### src/rtl/cpu_pkg.sv
// Purpose: shared types and constants for the bit-serial CPU blocks.
// Latency: none (declarations only).
// Backpressure: not applicable.
package cpu_pkg;

  // Datapath width of the bit-serial CPU; default result width.
  localparam int DATA_W = 8;

  // Result receiver framing states.
  typedef enum logic [1:0] {
    S_IDLE    = 2'd0,
    S_COLLECT = 2'd1,
    S_FULL    = 2'd2
  } rdes_state_t;

endpackage

### src/rtl/deser_shreg.sv
// Purpose: LSB-first serial-in shift register, one bit per enabled cycle.
// Latency: 1 cycle per shifted bit; o_sr_next shows the word after a shift this cycle.
// Backpressure: none; shifts whenever i_shift_en is high.
module deser_shreg #(
  parameter int WIDTH = 8
) (
  input  logic             clk,
  input  logic             rstn,
  input  logic             i_shift_en,
  input  logic             i_sbit,
  output logic [WIDTH-1:0] o_sr,
  output logic [WIDTH-1:0] o_sr_next
);

  logic [WIDTH-1:0] r_sr;
  logic [WIDTH-1:0] w_sr_next;

  // New bit enters at the MSB so that after WIDTH shifts bit 0 sits in sr[0].
  always_comb begin
    w_sr_next            = r_sr >> 1;
    w_sr_next[WIDTH-1]   = i_sbit;
  end

  // Shift register state; contents are only meaningful once a frame is complete.
  always_ff @(posedge clk or negedge rstn) begin
    if (!rstn) begin
      r_sr <= '0;
    end else if (i_shift_en) begin
      r_sr <= w_sr_next;
    end
  end

  assign o_sr      = r_sr;
  assign o_sr_next = w_sr_next;

endmodule

### src/rtl/result_deser.sv
// Purpose: assembles the LSB-first result stream into a word and holds it for the host.
// Latency: 1 cycle per bit; res_valid visible the cycle after the edge sampling load_out.
// Backpressure: valid/ready output; a commit while the held word is unaccepted is dropped and flags overrun.
module result_deser
  import cpu_pkg::*;
#(
  parameter int WIDTH = DATA_W
) (
  input  logic             clk,
  input  logic             rstn,
  input  logic             shift_out,
  input  logic             sbit,
  input  logic             carry_in,
  input  logic             load_out,
  input  logic             clr_err,
  input  logic             rd_ready,
  output logic [WIDTH-1:0] result,
  output logic             carry_flag,
  output logic             zero_flag,
  output logic             res_valid,
  output logic             busy,
  output logic             frame_err,
  output logic             overrun
);

  localparam int            CW       = $clog2(WIDTH + 1);
  localparam logic [CW-1:0] CNT_LAST = CW'(WIDTH - 1);

  rdes_state_t      r_state;
  logic [CW-1:0]    r_cnt;
  logic             r_busy;
  logic [WIDTH-1:0] r_result;
  logic             r_carry;
  logic             r_zero;
  logic             r_valid;
  logic             r_frame_err;
  logic             r_overrun;

  logic [WIDTH-1:0] w_sr;
  logic [WIDTH-1:0] w_sr_next;
  logic             w_shift_en;
  rdes_state_t      w_state_nxt;
  logic [CW-1:0]    w_cnt_nxt;
  logic             w_commit_req;
  logic [WIDTH-1:0] w_commit_word;
  logic             w_ferr_set;
  logic             w_accept;
  logic             w_ovr_set;

  // A shift in S_FULL is a framing error, so the completed word is left untouched.
  assign w_shift_en = shift_out && (r_state != S_FULL);

  deser_shreg #(
    .WIDTH (WIDTH)
  ) u_shreg (
    .clk        (clk),
    .rstn       (rstn),
    .i_shift_en (w_shift_en),
    .i_sbit     (sbit),
    .o_sr       (w_sr),
    .o_sr_next  (w_sr_next)
  );

  // Framing decode: next state, bit count, commit request and malformed-frame detection.
  // S_IDLE behaves as S_COLLECT with a count of zero, which also covers WIDTH==1.
  always_comb begin
    w_state_nxt   = r_state;
    w_cnt_nxt     = r_cnt;
    w_commit_req  = 1'b0;
    w_commit_word = w_sr;
    w_ferr_set    = 1'b0;
    case (r_state)
      S_IDLE, S_COLLECT: begin
        if (load_out) begin
          if (shift_out && (r_cnt == CNT_LAST)) begin
            w_commit_req  = 1'b1;
            w_commit_word = w_sr_next;
          end else begin
            w_ferr_set = 1'b1;
          end
          w_state_nxt = S_IDLE;
          w_cnt_nxt   = '0;
        end else if (shift_out) begin
          w_cnt_nxt   = r_cnt + 1'b1;
          w_state_nxt = (r_cnt == CNT_LAST) ? S_FULL : S_COLLECT;
        end
      end
      S_FULL: begin
        if (load_out) begin
          w_commit_req = 1'b1;
          w_state_nxt  = S_IDLE;
          w_cnt_nxt    = '0;
        end else if (shift_out) begin
          w_ferr_set  = 1'b1;
          w_state_nxt = S_IDLE;
          w_cnt_nxt   = '0;
        end
      end
      default: begin
        w_state_nxt = S_IDLE;
        w_cnt_nxt   = '0;
      end
    endcase
  end

  // A commit lands unless the held word is still pending and not being taken this edge.
  assign w_accept  = w_commit_req && !(r_valid && !rd_ready);
  assign w_ovr_set = w_commit_req && r_valid && !rd_ready;

  // Framing FSM: state, bit counter and the registered busy decode.
  always_ff @(posedge clk or negedge rstn) begin
    if (!rstn) begin
      r_state <= S_IDLE;
      r_cnt   <= '0;
      r_busy  <= 1'b0;
    end else begin
      r_state <= w_state_nxt;
      r_cnt   <= w_cnt_nxt;
      r_busy  <= (w_state_nxt != S_IDLE);
    end
  end

  // Output register and valid/ready handshake; contents change only on an accepted commit.
  always_ff @(posedge clk or negedge rstn) begin
    if (!rstn) begin
      r_result <= '0;
      r_carry  <= 1'b0;
      r_zero   <= 1'b0;
      r_valid  <= 1'b0;
    end else if (w_accept) begin
      r_result <= w_commit_word;
      r_carry  <= carry_in;
      r_zero   <= (w_commit_word == '0);
      r_valid  <= 1'b1;
    end else if (r_valid && rd_ready) begin
      r_valid  <= 1'b0;
    end
  end

  // Sticky error flags; a set in the same cycle as clr_err takes priority.
  always_ff @(posedge clk or negedge rstn) begin
    if (!rstn) begin
      r_frame_err <= 1'b0;
      r_overrun   <= 1'b0;
    end else begin
      if (w_ferr_set) begin
        r_frame_err <= 1'b1;
      end else if (clr_err) begin
        r_frame_err <= 1'b0;
      end
      if (w_ovr_set) begin
        r_overrun <= 1'b1;
      end else if (clr_err) begin
        r_overrun <= 1'b0;
      end
    end
  end

  assign result     = r_result;
  assign carry_flag = r_carry;
  assign zero_flag  = r_zero;
  assign res_valid  = r_valid;
  assign busy       = r_busy;
  assign frame_err  = r_frame_err;
  assign overrun    = r_overrun;

endmodule

### config.mk
export PLATFORM = sky130hd
export DESIGN_NAME = result_deser
export DESIGN_NICKNAME = d
export VERILOG_FILES = /design/src/rtl/cpu_pkg.sv /design/src/rtl/deser_shreg.sv /design/src/rtl/result_deser.sv
export SDC_FILE = /design/constraint.sdc
export NUM_CORES = 1
export LEC_CHECK = 0
export CAP_MARGIN = 30
export CORE_ASPECT_RATIO = 1.2
export CORE_MARGIN = 2
export CORE_UTILIZATION = 30
export CTS_BUF_LIST = sky130_fd_sc_hd__clkbuf_8
export CTS_CLUSTER_DIAMETER = 50
export DETAILED_ROUTE_END_ITERATION = 16
export PLACE_DENSITY = 0.47
export SYNTH_ARGS = -nofsm -noshare
export SYNTH_HDL_FRONTEND = slang
export SYNTH_SLANG_ARGS = --single-unit
### constraint.sdc
create_clock -name clk -period 2.1 [get_ports clk]
set_clock_uncertainty 0.05 [all_clocks]
set_input_delay 0.42 -clock clk [delete_from_list [all_inputs] [get_ports clk]]
set_output_delay 0.42 -clock clk [all_outputs]
set_load 0.005 [all_outputs]
# == Word-level counts from Yosys, hierarchy flattened ==
# Index checks and enable logic that the tools add are counted.
# op_classes
addsub,1
n_mul,0
div,0
n_lt_le_gt_ge,0
n_eq_ne,6
n_shift,0
n_mux,28
bitwise,0
n_reduce_logical,17
# op_table
op,count
$mux W8,3
$mux W4,4
$mux W1,12
$mux W2,5
$logic_not A8 Y1,1
$pmux W4 S2,1
$reduce_bool A2 Y1,4
$logic_and A1 B1 Y1,7
$ne A3 B3 Y1 const B,2
$add A4 B1 Y4 const B,1
$eq A4 B3 Y1 const B,1
$pmux W1 S2,2
$pmux W2 S2,1
$eq A2 B1 Y1 const B,1
$eq A2 B2 Y1 const B,1
$logic_not A1 Y1,2
$logic_not A2 Y1,1
$ne A2 B2 Y1 const B,1
$reduce_and A2 Y1,1
$reduce_or A2 Y1,1
# word_totals
register_bits,28
latch_bits,0
ramBits,0
romBits,0
inputBits,8
output_inout_bits,14
elab_cells,62
memories,0

# == Logic depth before layout (Yosys ltp) ==
# logic_depth
word_depth,8
depth_mapped,6
ltp_nobuf,5

# == By module ==
# A second synthesis with hierarchy kept.
# unflattened
cells_unflattened,112
hier_area_um2,1458.9
# by_module_without_submodules
mod,instances,cells_each,area_per_inst_um2
result_deser,1,87,1067.3
deser_shreg,1,25,391.6

# == Least setup slack after synthesis ==
# Ideal clock, no wire load.
# synth_path
path_kind,reg2reg
from,register r_cnt[0]
to,register r_carry (netlist: carry_flag)
arrival_time_ns,1.446
required_ns,1.925
slack_ns,0.479
stages_incl_launch_ff,6
synth_period_minus_slack_ns,1.621
path_cell_list,dfrtp_1 -> ha_1 -> and3b_1 -> nand3_2 -> a21boi_4 -> mux2_4
# synth_via
elab_chain_len,6
# synth_lines
item,line_no,source
start: declaration,result_deser.sv:30,logic [CW-1:0] r_cnt;
start signal: assignment,result_deser.sv:118,r_cnt <= w_cnt_nxt;
$eq A4 B3 Y1,result_deser.sv:75,if (shift_out && (r_cnt == CNT_LAST)) begin
$logic_and A1 B1 Y1,result_deser.sv:75,
$mux W1,result_deser.sv:75,
$mux W1,result_deser.sv:74,if (load_out) begin
$pmux W1 S2,result_deser.sv:72,case (r_state)
$logic_and A1 B1 Y1,result_deser.sv:107,assign w_accept = w_commit_req && !(r_valid && !rd_ready);
end signal: assignment,result_deser.sv:132,r_carry <= carry_in;
end: declaration,result_deser.sv:33,logic r_carry;
# No other way between the ends.
# A chain may end at the register's enable or synchronous reset.

# == Worst setup path after layout ==
# layout_path
from,register r_cnt[0]
to,register r_result[6] (netlist: result[6])
# layout_via
elab_chain_len,6
elab_cells_between_ends,9
classes_between,eq/ne: 1; mux: 6; reduce/logical: 2
# layout_lines
item,line_no,source
$eq A4 B3 Y1 *,result_deser.sv:75,
$logic_and A1 B1 Y1 *,result_deser.sv:75,
$mux W1,result_deser.sv:75,
$mux W1,result_deser.sv:74,
$pmux W1 S2,result_deser.sv:72,
$logic_and A1 B1 Y1,result_deser.sv:107,
end signal: assignment,result_deser.sv:131,r_result <= w_commit_word;
end: declaration,result_deser.sv:32,logic [WIDTH-1:0] r_result;
# Mark *: on every way between the ends. The rest lies on a longest branch, timed or not.

==> results_dict.tcl <==
set metrics [dict create \
    synth_cell_type_count 34 \
    p_sw_mw 0.270 \
    hpwl_mm 1.84 \
    clock_latency_ps 270 \
    crit_end "result[6]" \
    finalCriticalPeriod_ps 1690 \
    row_count 25 \
    drt-total-wl_mm 2.51 \
    synth_top_area_frac 0.555 \
    drc 0 \
    crit_chain "ha_1 -> and3b_1 -> nand3_2 -> a21boi_4 -> buf_4 -> o2bb2a_1" \
    ant_nets 0 \
    ios 22 \
    yosysWarnings 0 \
    n_antenna_cell 0 \
    pwr-share-seq 0.586 \
    max_freq_mhz 593 \
    grt_pass1_wl_mm 4.31 \
    vias 906 \
    grt_max_degree 29 \
    ir_worst_vdd_mv 0.249 \
    finalHoldViolCount 0 \
    finalSetupViolCount 0 \
    grt_overflow 0 \
    ys_seq_area_frac 0.555 \
    async_reset_ff_frac 1.00 \
    synth-edff-count 0 \
    startpoint "r_cnt[0]" \
    hold_depth 1 \
    finalNetCount 140 \
    dpl_worst_slack_ps 173 \
    syn_nets 114 \
    end_kind "flop" \
    min_path_type "reg -> reg" \
    drive_above_1_share 0.169 \
    synth_top_cell_by_area "dfrtp_1" \
    drv_cap 0 \
    reg2reg_depth 6 \
    wl_per_cell_um 13.7 \
    tightest_slew_ps 432 \
    required_ps 2210 \
    track_usage 0.115 \
    dr.pass1.iters 4 \
    crit_path_start_kind "flop" \
    syn2layout_area_growth_pct 27.4 \
    r2r-start "r_cnt[0]" \
    ctsHoldBuffers 0 \
    synthCells 105 \
    via_per_inst 4.92 \
    cp.arrival_ps 1800 \
    busiest_layer "met2" \
    cp_slowest_cell "dfrtp_1" \
    utilization 0.402 \
    r2r_setup_slack_ps 410 \
    rsz0062_at_grt "no" \
    clockBufferDepth 2 \
    worstPathMaxFanout 9 \
    cts_tree "done" \
    port_buffers 21 \
    relSlewSlack 0.711 \
    synthTopCellsByArea "dfrtp_1, mux2_2, a2bb2oi_1" \
    netSwitchingFraction 0.241 \
    clk_pin_slew_worst_paths_ps 90 \
    grt_use_met3 0.0179 \
    use_met2 0.208 \
    crit_type "reg -> reg" \
    synthFlopType "dfrtp_1" \
    combPwrFrac 0.125 \
    maxSlewViolCount 0 \
    post_cts_buffers 0 \
    coreArea_um2 4000 \
    p_int_mw 0.850 \
    timing.rr.end "result[6]" \
    timing.hold.ws_ps 455 \
    syn_area_um2 1260 \
    ys_ff_latch 28 \
    syn_area_per_cell_um2 12.0 \
    antenna_found_initial 0 \
    total_power_mw 1.12 \
    grt_pass1_vias 946 \
    drt-initial-drc-count 16 \
    fin_crit_sh 0.803 \
    p_leak_nw 0.714 \
    cts_resized 0 \
    use_met1 0.142 \
    critPathMaxStageDelay_ps 430 \
    initial_core_util 0.315 \
    powerDensity_nw_per_um2 697 \
    routabilityCongestion 0.807 \
    setup-tns-final_ps 0 \
    setup_slack_ps 413 \
    cts_made_buffers 3 \
    cts_root_buf "clkbuf_8" \
    die_area_um2 4750 \
    cts.htree.levels 1 \
    outcome "completed" \
    die_w_um 63.2 \
    clkPwrFrac 0.290 \
    clock_sinks 28 \
    die_h_um 75.1 \
]
## layout by cell type (no fill, tap or decap), types with 2 or more instances in the layout
master           synthesis  final
a21oi_1                  4      4
a2bb2oi_1                8      8
and3b_1                  2      2
buf_4                    0      7
clkbuf_8                 0      4
clkdlybuf4s50_1          0     21
dfrtp_1                 28     28
inv_1                    2      2
mux2_2                   8      8
nand2_1                  2      2
nand2b_1                 2      2
nor2_1                   9      9
nor2b_1                  2      2
o22ai_1                 10     10
xor2_1                   2      2
## worst max-delay path: cells and delay by family (launching register included)
family	cells	cell delay, ps
compound gates	2	360
flops	1	430
buf+inv	1	170
simple gates	2	320
fa+ha+maj	1	250
## metrics by stage
stage | cells | area, um2
final | 184 | 1610
after global routing | 184 | 1610
after CTS | 184 | 1610
after detailed placement | 180 | 1550
after global placement | 180 | 1550
after floorplan | 105 | 1260
## registers in the layout, indices dropped and copies added, names as in the netlist, 2 cells and up
| name | count |
|---|---|
| r_state | 2 |
| u_shreg.o_sr | 8 |
| result | 8 |
| r_cnt | 4 |
## cell type report
cell class	instances	area [um2]
Timing Repair Buffer	28	263
Sequential cell	28	701
Fill cell	429	2400
Multi-Input combinational cell	68	514
Clock buffer	4	55.1
Inverter	2	7.51
Tap cell	54	67.6
## routing by layer
| metal | up-vias | wire length [um] | share of wire |
|---|---|---|---|
| li1 | 440 | - | - |
| met4 | 0 | 34 | 0.014 |
| met2 | 16 | 1280 | 0.51 |
| met1 | 446 | 1140 | 0.45 |
| met3 | 4 | 60 | 0.024 |
| met5 | - | 0 | 0 |
## power groups by stage
stage               clock, mW  combinational (mW)  sequential (mW)
floorplan                   0              0.0849            0.651
global placement            0               0.140            0.663
detailed placement          0               0.143            0.667
CTS                     0.341               0.143            0.656
global route            0.365               0.156            0.667
finish                  0.325               0.139            0.656
## cells in the mapped netlist (all sizes together), types with 2 or more instances
cell type  count
inv            2
a21oi          4
mux2           9
nand2          2
xor2           2
and3b          2
buf            6
nor2           9
dfrtp         28
o22ai         10
a2bb2oi        8
nand2b         2
nand3          2
nor2b          2
## worst min-delay path by stage
stage          slack, ps         to  startpoint
6_report             460    overrun     overrun
5_1_grt              500  zero_flag        rstn
4_1_cts              460  result[6]   result[6]
3_5_place_dp         440  result[6]   result[6]
3_3_place_gp         420    overrun     overrun
2_1_floorplan         70       busy        rstn
## kinds of logic (layout without fill, tap and decap cells)
kind of cell,after synthesis,in the layout,synth area share
AO/OA/AOI/OAI,29,29,0.174
XOR/XNOR,3,3,0.0208
adder cells (fa/ha/maj),1,1,0.00991
buffers and inverters,9,34,0.0377
flip-flops,28,28,0.555
multiplexers,10,10,0.0912
AND/OR/NAND/NOR,25,25,0.111
No activity file was read; power rests on OpenSTA's default activity.
